File: src/rtl/fetch_decode_queue.sv
// Fetch-to-decode instruction queue: a DEPTH-entry FIFO of {PC, instruction}
// pairs between the fetch and decode stages, with flush for redirects.
//
// Ports:
//   clk, rst            - single clock, synchronous active-high reset
//   fetch_valid         - fetch presents a PC/instruction pair
//   fetch_PC            - PC of the presented instruction (XLEN bits)
//   fetch_instruction   - instruction word (INSTRUCTION_LENGTH bits)
//   fetch_ready         - queue can accept a push this cycle (count < DEPTH)
//   flush               - discard all queued entries at the next edge
//   decode_valid        - head entry present (count != 0)
//   decode_ready        - decode consumes the head entry this cycle
//   decode_PC           - PC of head entry, 0 when empty
//   decode_instruction  - instruction of head entry, 0 when empty
//   count               - number of occupied entries, 0..DEPTH
module fetch_decode_queue #(
   parameter int XLEN               = 64,
   parameter int INSTRUCTION_LENGTH = XLEN / 2,
   parameter int DEPTH              = 4
) (
   input  logic                          clk,
   input  logic                          rst,
   input  logic                          fetch_valid,
   input  logic [XLEN-1:0]               fetch_PC,
   input  logic [INSTRUCTION_LENGTH-1:0] fetch_instruction,
   output logic                          fetch_ready,
   input  logic                          flush,
   output logic                          decode_valid,
   input  logic                          decode_ready,
   output logic [XLEN-1:0]               decode_PC,
   output logic [INSTRUCTION_LENGTH-1:0] decode_instruction,
   output logic [$clog2(DEPTH):0]        count
);

   localparam int PTR_W = $clog2(DEPTH);
   localparam int CNT_W = PTR_W + 1;

   typedef struct packed {
      logic [XLEN-1:0]               pc;
      logic [INSTRUCTION_LENGTH-1:0] instr;
   } entry_t;

   entry_t             mem_q [DEPTH];
   entry_t             mem_d [DEPTH];
   logic [PTR_W-1:0]   head_q, head_d;
   logic [PTR_W-1:0]   tail_q, tail_d;
   logic [CNT_W-1:0]   count_q, count_d;

   logic push;
   logic pop;

   // Handshakes follow the registered count only; flush acts at the edge.
   // When full, fetch_ready is 0 even if decode pops in the same cycle.
   assign fetch_ready  = (count_q < CNT_W'(DEPTH));
   assign decode_valid = (count_q != '0);
   assign count        = count_q;

   always_comb begin
      decode_PC          = '0;
      decode_instruction = '0;
      if (decode_valid) begin
         decode_PC          = mem_q[head_q].pc;
         decode_instruction = mem_q[head_q].instr;
      end
   end

   always_comb begin
      push    = fetch_valid && fetch_ready && !flush;
      pop     = decode_valid && decode_ready && !flush;
      head_d  = head_q;
      tail_d  = tail_q;
      count_d = count_q;
      mem_d   = mem_q;
      if (flush) begin
         head_d  = '0;
         tail_d  = '0;
         count_d = '0;
      end else begin
         if (push) begin
            mem_d[tail_q] = '{pc: fetch_PC, instr: fetch_instruction};
            // DEPTH is a power of two, so pointers wrap by overflow.
            tail_d = tail_q + PTR_W'(1);
         end
         if (pop) begin
            head_d = head_q + PTR_W'(1);
         end
         unique case ({push, pop})
            2'b10:   count_d = count_q + CNT_W'(1);
            2'b01:   count_d = count_q - CNT_W'(1);
            default: count_d = count_q;
         endcase
      end
   end

   always_ff @(posedge clk) begin
      if (rst) begin
         head_q  <= '0;
         tail_q  <= '0;
         count_q <= '0;
      end else begin
         head_q  <= head_d;
         tail_q  <= tail_d;
         count_q <= count_d;
      end
   end

   // Storage is never reset; count gates every read of it.
   always_ff @(posedge clk) begin
      mem_q <= mem_d;
   end

endmodule

File: config.mk
export PLATFORM = sky130hd
export DESIGN_NAME = fetch_decode_queue
export DESIGN_NICKNAME = d
export VERILOG_FILES = /design/src/rtl/fetch_decode_queue.sv
export SDC_FILE = /design/constraint.sdc
export NUM_CORES = 1
export LEC_CHECK = 0
export CORE_AREA = 2 2 185 187
export DETAILED_ROUTE_END_ITERATION = 6
export DIE_AREA = 0 0 187 189
export PLACE_DENSITY = 0.67
export SYNTH_ARGS = -nofsm -noshare
export SYNTH_HDL_FRONTEND = slang
export SYNTH_SLANG_ARGS = --single-unit
File: constraint.sdc
create_clock -name clk -period 11.1 [get_ports clk]
set_input_delay 2.22 -clock clk [delete_from_list [all_inputs] [get_ports clk]]
set_output_delay 2.22 -clock clk [all_outputs]
set_load 0.01 [all_outputs]
==> results.txt <==
- The path class of the tightest hold or removal check is register to register.
- Leaving out fill and tap cells, the most frequent cell in the layout is sky130_fd_sc_hd__edfxtp_1.
* Synth Net Count: ~760
- Synthesis warning total: 0
- Before antenna repair, the detailed router went through 4 iterations.
* Via/cell ratio: just over 5
- Slowest CP cell: sky130_fd_sc_hd__dfxtp_4
- Relative to the synthesized area, the layout overhead comes to 25.15%.
* Final global-route overflow total: 0
- Source of the worst register-to-register timing path: count[2]$_SDFFE_PP0P_
* Number of buffers created by CTS: 40
- In this run, synthesis inferred roughly 380 flip-flops with an integrated enable.
* Mean Syn Cell Area: approximately 23 um2
- Origin of the worst min-delay path: count[2]$_SDFFE_PP0P_
- Starting DRT DRC Count: between 400 and 500
- In this run the tightest slew margin relative to its limit is 39.42%.
- The library cells used most frequently in the layout, excluding fill and tap cells, are 384 x sky130_fd_sc_hd__edfxtp_1, 201 x sky130_fd_sc_hd__clkdlybuf4s50_1, 96 x sky130_fd_sc_hd__mux4_2, 96 x sky130_fd_sc_hd__and2_1, 42 x sky130_fd_sc_hd__clkbuf_16.
* Worst Skew: ~0.014 ns
* DIE AREA: ~35000 um2
- STA classifies the critical path startpoint as a register.
- Post-CTS setup buffer count: 0
- The worst path in the final design needs a cycle of between 5 and 6 ns, including I/O delays and setup.
- Net count reported at finish: 981
- Library cells used by synthesis: 24
- Sink count of the clock tree: about 390
- Once detailed placement completed, the half-perimeter wirelength came to 16680 um.
* Critical path's largest stage delay: 0.79 ns
- Based on the critical path, the design can be clocked at up to about 180 MHz.
- The setup path with the least slack is of type register to output pin.
- Data on the critical path arrives at its endpoint at roughly 3.4 ns.
* Sequential area share after synthesis: slightly below 80%
- Setup WS post-layout: between 5 and 6 ns
* Post-Synthesis Cell Area: around 15000 um2
- Vias after detailed routing: approximately 7000
* Fraction of registers with async set or reset after synthesis: 0%
- Number of setup violations in the final report: 0
- DP Worst Slack: just under 6 ns
- Power per unit of standard cell area: around 160 nW/um2
* Gate count of the mapped netlist: 656
- Last weighted congestion value of the routability-driven placer: 0.7042
- The die is approximately 190 um wide.
* Largest delay share family, worst path: buffers and inverters
- Post-route total power: approximately 3100 uW
- The worst setup path is captured at an output pin.
- Cell Rows: 67
- The clock tree synthesis step divided the H-tree into 2 levels.
* Clock tree from TritonCTS: yes
- Of all nets on the critical path, the largest fanout is 37.
* Wire length of the first global-routing pass: between 40000 and 50000 um
- Max VDD drop: about 0.00011 V
- STA puts the critical path data required time at 8.88 ns.
- Maximum number of pins on one net before global-route repair: 83
- After detailed routing, the average wire length per cell comes to about 21 um.
* Residual DRC count: 0
* Number of nets still failing antenna checks after routing: 0
* Die Ht: 189 um
* Antenna violations before repair: 2
* Clock root buffer master: sky130_fd_sc_hd__clkbuf_16
- Tracing the worst setup path back leads to its startpoint at head_q[0]$_SDFFE_PP0P_.
- At the later pin of the worst-skew pair, clock insertion delay measures roughly 0.52 ns.
* Setup repair after global routing missed its margin: no
- In this run, post-CTS repair resized a total of 0 instances.
- Cells along the critical path: buf_4 -> mux4_2 -> and2_1 -> clkdlybuf4s50_1
- The longest clock path from root to sink contains 3 buffers.
- During I/O placement, the number of pins put on the boundary was 202.
* Number of endpoints with negative hold slack in the final report: 0
- Port bufs: roughly 200
- Global-route usage over all layers: between 10% and 20%
- The flow ran to the end, and the final reports show no timing, DRC or antenna violations.
* Period Utilization, post-route: between 50% and 60%
* Fraction of layout cells with a size suffix above 1: between 10% and 20%
- The synthesized design contains about 390 register bits.
- In this run the static leakage power is roughly 0.0058 uW.
- Maxcap violations: 0
* Number of buffers and inverters on the critical path: 2
- Detailed-route wire length: just under 30000 um
- Hold-fix buffers at CTS: 0
- Most used flip-flop cell after synthesis: sky130_fd_sc_hd__edfxtp_1
- In the final timing run, aggregate negative setup slack is 0 ns.
- Clock-pin slew was measured on the worst setup and hold paths at ~0.060 ns.
* Core Area: about 33000 um2
* Vias in the first global route: 7485
* Starting Density: 44.75%
- Slew Viols, Final: 0
- For the pin with the worst max-slew slack, the measured transition is between 0.9 and 1 ns.
## worst paths after layout
check | slack, ns | end | cells past startpoint
max | 5.52 | decode_PC[0] | 4
min | 0.56 | count[2]$_SDFFE_PP0P_ | 2
max reg2reg | 8.35 | mem_q[130]$_DFFE_PP_ | 3
min reg2reg | 0.56 | count[2]$_SDFFE_PP0P_ | 2
## sequential cells by signal (all words and copies together), names as in the netlist
signal and flops:
tail_q 2, count 3, mem_q 384, head_q 2
## synth_stat cells (all sizes together) (2+ instances only)
library cell    n  area, um2
buf            17      120.1
inv             7      26.28
ha              5      62.56
and2          100      625.6
a21oi           2      10.01
nor2            8      30.03
edfxtp        384      11530
clkbuf         16      60.06
dfxtp           7      140.1
xor2            4      35.03
mux4           96       2162
## report_power, final
part	internal (uW)	total (uW)	switching (uW)
Sequential	1640	1650	5.74
Combinational	76.4	136	59.4
Clock	741	1270	528
## metal layers
layer / share of wire (%) / track usage, %
met5: 0.12 / 0
met4: 1.5 / 4.274
met3: 6.0 / 3.614
met2: 49 / 27.22
met1: 43 / 22.34
## cell type report
class / count / area (um2)
fillers: 2527 / 14640
flip-flops and latches: 391 / 11680
multi-input cells: 225 / 3038
repair buffers: 209 / 2072
clock buffers: 52 / 1089
well taps: 448 / 560.5
clock inverters: 21 / 163.9
inverters: 7 / 26.28
diodes: 4 / 10.01
## worst reg2reg max path, delay by kind of cell, from the launching register on
kind / cells / cell delay (ns)
flops: 1 / 0.37
simple gates: 2 / 1.31
buf+inv: 1 / 0.68
## metrics by stage
stage / area, um2 / util, % / hold slack (ns) / cells
final: 18640 / 56.00 / 0.5645 / 1357
after CTS: 18630 / 55.97 / 0.5716 / 1353
after floorplan: 14890 / - / 0.5136 / 656
after global routing: 18630 / 55.97 / 0.6008 / 1353
after detailed placement: 17380 / 52.21 / 0.5627 / 1280
after global placement: 17380 / 52.21 / 0.5580 / 1280
## kinds of logic after synthesis
logic type      count (synthesis)  share of synthesized area, %
mux                            97                         14.58
fa+ha+maj                       6                        0.5545
simple gates                  112                         4.604
compound gates                  5                        0.2100
buf+inv                        40                         1.386
xor+xnor                        5                        0.2940
flops                         391                         78.37
Power figures use the tool's default switching activity.
